## src/rtl/wb_arb_pkg.sv

```systemverilog
// Shared types for the Wishbone burst arbiter: FSM states, CTI codes, watchdog width.
// No logic here beyond a one-hot to index helper.
package wb_arb_pkg;

    typedef enum logic [1:0] {
        ST_IDLE  = 2'd0,
        ST_OWNED = 2'd1,
        ST_ABORT = 2'd2
    } arb_state_t;

    localparam logic [2:0] CTI_CLASSIC = 3'b000;
    localparam logic [2:0] CTI_INCR    = 3'b010;
    localparam logic [2:0] CTI_EOB     = 3'b111;

    localparam int WDOG_W      = 16;
    localparam int IDX_W       = 4;
    localparam int MAX_MASTERS = 16;

    function automatic logic [IDX_W-1:0] onehot_to_idx(input logic [MAX_MASTERS-1:0] oh);
        logic [IDX_W-1:0] idx;
        idx = '0;
        for (int i = 0; i < MAX_MASTERS; i++) begin
            if (oh[i]) idx = idx | IDX_W'(i);
        end
        return idx;
    endfunction

endpackage

```

## src/rtl/wb_rr_pick.sv

```systemverilog
// Round-robin search: first requester strictly after the last owner, wrapping.
// Purely combinational; no backpressure.
module wb_rr_pick
    import wb_arb_pkg::*;
#(
    parameter int NUM_MASTERS = 4
) (
    input  logic [NUM_MASTERS-1:0] req,
    input  logic [IDX_W-1:0]       last,
    output logic [NUM_MASTERS-1:0] gnt
);

    logic found;

    always_comb begin
        gnt   = '0;
        found = 1'b0;
        for (int i = 0; i < NUM_MASTERS; i++) begin
            for (int k = 0; k < NUM_MASTERS; k++) begin
                if (!found && req[k] && (k == (int'(last) + 1 + i) % NUM_MASTERS)) begin
                    gnt[k] = 1'b1;
                    found  = 1'b1;
                end
            end
        end
    end

endmodule

```

## src/rtl/wb_burst_arbiter.sv

```systemverilog
// N-master to 1-slave Wishbone arbiter with round-robin grant, burst hold and response watchdog.
// Grant one cycle after request is sampled in IDLE; slave stalls are passed straight through to the owner.
module wb_burst_arbiter
    import wb_arb_pkg::*;
#(
    parameter int NUM_MASTERS = 4,
    parameter int DW          = 32,
    parameter int AW          = 32,
    parameter int TIMEOUT     = 255
) (
    input  logic                        wb_clk_i,
    input  logic                        wb_rst_ni,
    input  logic [NUM_MASTERS*AW-1:0]   wbm_adr_i,
    input  logic [NUM_MASTERS*DW-1:0]   wbm_dat_i,
    input  logic [NUM_MASTERS*DW/8-1:0] wbm_sel_i,
    input  logic [NUM_MASTERS-1:0]      wbm_we_i,
    input  logic [NUM_MASTERS-1:0]      wbm_cyc_i,
    input  logic [NUM_MASTERS-1:0]      wbm_stb_i,
    input  logic [NUM_MASTERS*3-1:0]    wbm_cti_i,
    input  logic [NUM_MASTERS*2-1:0]    wbm_bte_i,
    output logic [NUM_MASTERS*DW-1:0]   wbm_dat_o,
    output logic [NUM_MASTERS-1:0]      wbm_ack_o,
    output logic [NUM_MASTERS-1:0]      wbm_err_o,
    output logic [NUM_MASTERS-1:0]      wbm_rty_o,
    output logic [AW-1:0]               wbs_adr_o,
    output logic [DW-1:0]               wbs_dat_o,
    output logic [DW/8-1:0]             wbs_sel_o,
    output logic                        wbs_we_o,
    output logic                        wbs_cyc_o,
    output logic                        wbs_stb_o,
    output logic [2:0]                  wbs_cti_o,
    output logic [1:0]                  wbs_bte_o,
    input  logic [DW-1:0]               wbs_dat_i,
    input  logic                        wbs_ack_i,
    input  logic                        wbs_err_i,
    input  logic                        wbs_rty_i,
    output logic [NUM_MASTERS-1:0]      grant_o,
    output logic                        timeout_o
);

    arb_state_t             state;
    logic [IDX_W-1:0]       owner;
    logic [IDX_W-1:0]       last_ptr;
    logic [WDOG_W-1:0]      wdog;
    logic [WDOG_W-1:0]      wdog_inc;
    logic                   abort_pulse;
    logic [NUM_MASTERS-1:0] pick;
    logic [MAX_MASTERS-1:0] pick_wide;
    logic                   owned;
    logic                   own_cyc;
    logic                   own_stb;
    logic                   slv_resp;

    wb_rr_pick #(
        .NUM_MASTERS (NUM_MASTERS)
    ) u_pick (
        .req  (wbm_cyc_i),
        .last (last_ptr),
        .gnt  (pick)
    );

    always_comb begin
        pick_wide                  = '0;
        pick_wide[NUM_MASTERS-1:0] = pick;
    end

    always_comb begin
        wbs_adr_o = '0;
        wbs_dat_o = '0;
        wbs_sel_o = '0;
        wbs_we_o  = 1'b0;
        wbs_cti_o = '0;
        wbs_bte_o = '0;
        own_cyc   = 1'b0;
        own_stb   = 1'b0;
        for (int k = 0; k < NUM_MASTERS; k++) begin
            if (owner == IDX_W'(k)) begin
                wbs_adr_o = wbm_adr_i[k*AW +: AW];
                wbs_dat_o = wbm_dat_i[k*DW +: DW];
                wbs_sel_o = wbm_sel_i[k*(DW/8) +: DW/8];
                wbs_we_o  = wbm_we_i[k];
                wbs_cti_o = wbm_cti_i[k*3 +: 3];
                wbs_bte_o = wbm_bte_i[k*2 +: 2];
                own_cyc   = wbm_cyc_i[k];
                own_stb   = wbm_stb_i[k];
            end
        end
    end

    // Only OWNED drives the slave; ABORT and IDLE hold cyc/stb low so late responses go nowhere.
    assign owned     = (state == ST_OWNED);
    assign wbs_cyc_o = owned & own_cyc;
    assign wbs_stb_o = owned & own_stb;
    assign slv_resp  = wbs_ack_i | wbs_err_i | wbs_rty_i;
    assign timeout_o = abort_pulse;
    assign wdog_inc  = wdog + WDOG_W'(1);

    always_comb begin
        wbm_dat_o = '0;
        wbm_ack_o = '0;
        wbm_err_o = '0;
        wbm_rty_o = '0;
        for (int k = 0; k < NUM_MASTERS; k++) begin
            wbm_dat_o[k*DW +: DW] = wbs_dat_i;
            if (owner == IDX_W'(k)) begin
                wbm_ack_o[k] = owned & wbs_ack_i;
                wbm_rty_o[k] = owned & wbs_rty_i;
                wbm_err_o[k] = (owned & wbs_err_i) | abort_pulse;
            end
        end
    end

    always_ff @(posedge wb_clk_i or negedge wb_rst_ni) begin
        if (!wb_rst_ni) begin
            state       <= ST_IDLE;
            grant_o     <= '0;
            owner       <= '0;
            last_ptr    <= IDX_W'(NUM_MASTERS - 1);
            wdog        <= '0;
            abort_pulse <= 1'b0;
        end else begin
            abort_pulse <= 1'b0;
            case (state)
                ST_IDLE: begin
                    wdog <= '0;
                    if (|wbm_cyc_i) begin
                        grant_o <= pick;
                        owner   <= onehot_to_idx(pick_wide);
                        state   <= ST_OWNED;
                    end
                end
                ST_OWNED: begin
                    if (!own_cyc) begin
                        state    <= ST_IDLE;
                        grant_o  <= '0;
                        last_ptr <= owner;
                        wdog     <= '0;
                    end else if (slv_resp) begin
                        wdog <= '0;
                    end else if (wbs_stb_o) begin
                        if (wdog_inc == WDOG_W'(TIMEOUT)) begin
                            state       <= ST_ABORT;
                            abort_pulse <= 1'b1;
                            wdog        <= '0;
                        end else begin
                            wdog <= wdog_inc;
                        end
                    end
                end
                ST_ABORT: begin
                    if (!own_cyc) begin
                        state    <= ST_IDLE;
                        grant_o  <= '0;
                        last_ptr <= owner;
                    end
                end
                default: state <= ST_IDLE;
            endcase
        end
    end

endmodule

```

## config.mk

```make
export PLATFORM = sky130hd
export DESIGN_NAME = wb_burst_arbiter
export DESIGN_NICKNAME = d
export VERILOG_FILES = /design/src/rtl/wb_arb_pkg.sv /design/src/rtl/wb_rr_pick.sv /design/src/rtl/wb_burst_arbiter.sv
export SDC_FILE = /design/constraint.sdc
export NUM_CORES = 1
export LEC_CHECK = 0
export ABC_AREA = 1
export ABC_CLOCK_PERIOD_IN_PS = 2600
export CAP_MARGIN = 10
export CORE_AREA = 2 2 220 222
export DETAILED_ROUTE_END_ITERATION = 16
export DIE_AREA = 0 0 222 224
export HOLD_SLACK_MARGIN = 0.02
export PLACE_DENSITY = 0.39
export SYNTH_ARGS = -nofsm -noshare
export SYNTH_HDL_FRONTEND = slang
export SYNTH_SLANG_ARGS = --single-unit
```

## constraint.sdc

```tcl
create_clock -name wb_clk_i -period 2.6 [get_ports wb_clk_i]
set_clock_uncertainty 0.05 [all_clocks]
set_input_delay 0.78 -clock wb_clk_i [delete_from_list [all_inputs] [get_ports wb_clk_i]]
set_output_delay 0.78 -clock wb_clk_i [all_outputs]
set_load 0.005 [all_outputs]
```

==> impl_metrics.py <==
metrics = {
    "sta": {
        "setup_ws_ns": -0.245,
        "hold_viol_final": 0,
        "timing.hold.ws_ns": 0.442,
        "slew_viol_final": 0,
        "setup_tns_ns": -8.30,
        "rsz0062_at_grt": "yes",
        "post-route-period-util": 1.09,
        "slew_headroom": 0.735,
        "tightest_slew_ns": 0.398,
        "setup_violations": 74,
        "fmax_mhz": 351,
        "timing.final.crit_period_ns": 2.85,
    },
    "synthesis": {
        "ys_seq_elements": 27,
        "syn_area_um2": 4820,
        "syn-num-nets": 1166,
        "netlist_instances": 819,
        "synthSimpleGateAreaFrac": 0.419,
        "ys_types": 39,
        "muxShareOfSynthArea": 0,
        "yosys.area_share.adder": 0.0156,
        "synth_top_family_by_area": "simple AND/OR/NAND/NOR gates",
        "synthTopCellsByArea": "buf_4, nand2_1, dfrtp_1, nand4_1, nand3_1",
        "synthXorXnorAreaFrac": 0.0124,
        "synth_area_leader_cell": "buf_4",
        "yosysWarnings": 0,
        "yosysTopAreaCellShare": 0.201,
        "synth_edf_count": 0,
        "synth_compound_area_frac": 0.133,
        "synth_ff_type": "dfrtp_1",
        "syn-mean-instance-area_um2": 5.89,
        "async_flop_share": 1.00,
        "synth-seq-area-share": 0.141,
    },
    "grt": {
        "antenna_found_initial": 2,
        "grt_pass1_wl_mm": 56.7,
        "grt-ovfl-total": 0,
        "grt_max_degree": 28,
        "grt_pass1_vias": 7538,
        "grt_usage": 0.159,
    },
    "route": {
        "routedWlPerCell_um": 22.6,
        "drcViolationCount": 0,
        "first_pass_iters": 6,
        "via_per_inst": 3.95,
        "final_antenna_net_count": 0,
        "first_iter_violations": 403,
        "wl_mm": 42.1,
        "via_count": 7347,
    },
    "place": {
        "port-buffer-count": 401,
        "dp_hpwl_mm": 32.2,
        "routabilityCongestion": 0.899,
        "placed_area_um2": 9330,
    },
    "pwr": {
        "p_leak_nw": 4.92,
        "peakVddDrop_mv": 0.326,
        "power_density_nw_per_um2": 1120,
    },
    "job": {
        "maxCapViolCount": 0,
    },
    "floorplan": {
        "core_um2": 47300,
        "die_x_um": 222,
        "start_util": 0.102,
        "die-area_um2": 49700,
        "std_cell_rows": 80,
        "num_io_pins": 562,
        "die_h_um": 224,
    },
    "worst_setup_path": {
        "crit_fanout": 7,
        "criticalPathCategory": "reg2out",
        "cp_slowest_cell": "dfrtp_4",
        "critPathLaunchType": "register",
        "max_stage_delay_ns": 0.53,
        "cp.arrival_ns": 2.02,
        "worstPathCellList": "buf_8, buf_16, buf_16, buf_12, a221oi_4, a21oi_4, buf_12",
        "end_kind": "output port",
        "critPathRequiredTime_ns": 1.77,
    },
    "cts": {
        "htree_levels": 1,
        "cts_made_buffers": 3,
        "postCtsHoldBufs": 0,
        "clkLatencyLatePin_ns": 0.27,
        "clockBufferDepth": 2,
        "clk_pin_slew_ns": 0.07,
        "cts_tree": "yes",
        "clock-root-buffer": "clkbuf_16",
        "cts_sinks": 27,
    },
    "final_layout": {
        "fill_cells": 5151,
        "final_area_um2": 11900,
        "syn_to_final_growth_pct": 146,
        "nets": 1592,
        "multi_input_area_um2": 3820,
        "post-route-util": 0.251,
        "drive_above_1_share": 0.369,
        "register_area_um2": 683,
    },
    "worst_hold_path": {
        "min_path_type": "reg2reg",
    },
    "status": {
        "violations": "setup timing",
        "status": "finished, violations left",
    },
}
## worst paths after layout
check / start / end / slack [ns] / cells after the start
max: owner[0] / wbs_sel_o[1] / -0.25 / 7
min: grant_o[1] / grant_o[1] / 0.44 / 2
max reg2reg: owner[0] / wdog[13] / 0.12 / 15
min reg2reg: grant_o[1] / grant_o[1] / 0.44 / 2
max in group asynchronous: wb_rst_ni / last_ptr[0] / 1.32 / 2
min in group asynchronous: wb_rst_ni / timeout_o / 0.85 / 2
## final cells by class
type                    instances  area share
diodes                          1    0.000211
clock buffers                   4     0.00664
inverters                      51      0.0180
multi-input cells             567       0.322
flip-flops and latches         27      0.0576
well taps                     615      0.0649
repair buffers                595       0.531
## kinds of logic (layout without fill, tap and decap cells)
logic type               Yosys count  count (layout)
AO/OA/AOI/OAI                     95              95
XOR/XNOR                           6               6
adder cells (fa/ha/maj)            6               6
buffers and inverters            225             650
flip-flops                        27              27
other                              0               1
AND/OR/NAND/NOR                  460             460
## flip-flops by register name (all words and copies together), names as in the netlist
name / flops
wdog: 16
grant_o: 4
last_ptr: 2
owner: 2
state: 2
timeout_o: 1
## cell usage after synthesis, types with 2 or more instances
cell      instances
nand2_1         240
buf_4           129
nor2_1           76
nand3_1          63
nand4_1          61
inv_1            45
clkbuf_1         36
a21oi_1          34
a221oi_1         30
dfrtp_1          25
o22ai_1          12
o21ai_0          10
ha_1              6
inv_2             6
nor3_1            6
buf_1             5
nor2_2            5
xor2_1            5
buf_2             2
buf_6             2
dfstp_2           2
o211ai_1          2
## timing repair
item,in CTS,in global routing
gates cloned,14,0
setup endpoints to repair,90,95
gates resized for setup,531,119
pin swaps,75,72
setup buffers,84,24
## worst max-delay path: cells and delay by family (launching register included)
kind / cells / cell delay, ns
flip-flops: 1 / 0.53
AO/OA/AOI/OAI: 2 / 0.48
buffers and inverters: 5 / 0.72
## power breakdown
| group | internal [W] | leakage, nW | total (W) | switching [W] |
|---|---|---|---|---|
| Combinational | 0.00628 | 4.52 | 0.0123 | 0.00600 |
| Sequential | 0.000513 | 0.358 | 0.000605 | 0.0000926 |
| Clock | 0.000211 | 0.0382 | 0.000373 | 0.000162 |
## metal layers
layer / share of wire / routed length, um / track usage / up-vias
li1: - / - / - / 3479
met1: 0.41 / 17000 / 0.193 / 3436
met2: 0.45 / 19100 / 0.257 / 379
met3: 0.11 / 4530 / 0.0643 / 51
met4: 0.033 / 1380 / 0.0514 / 2
met5: 0.00024 / 10 / 0 / -
## through the flow
stage	worst slack (ns)	instances	total power [W]
floorplan	0.254	819	0.00346
global placement	-0.734	1758	0.00917
CTS	-0.281	1844	0.0130
finish	-0.245	1860	0.0133
global route	-0.305	1860	0.0142
detailed placement	-0.693	1758	0.00912
## layout by cell type (no fill, tap or decap), drive strengths merged, types with 7 or more instances in the layout
master and instances:
a21oi 34, a221oi 30, buf 273, clkdlybuf4s50 301
dfrtp 25, dlygate4sd2 12, inv 51, nand2 241
nand3 64, nand4 62, nor2 82, nor3 7
o21ai 12, o22ai 13
Note: power is estimated with default switching activity, not from simulation.
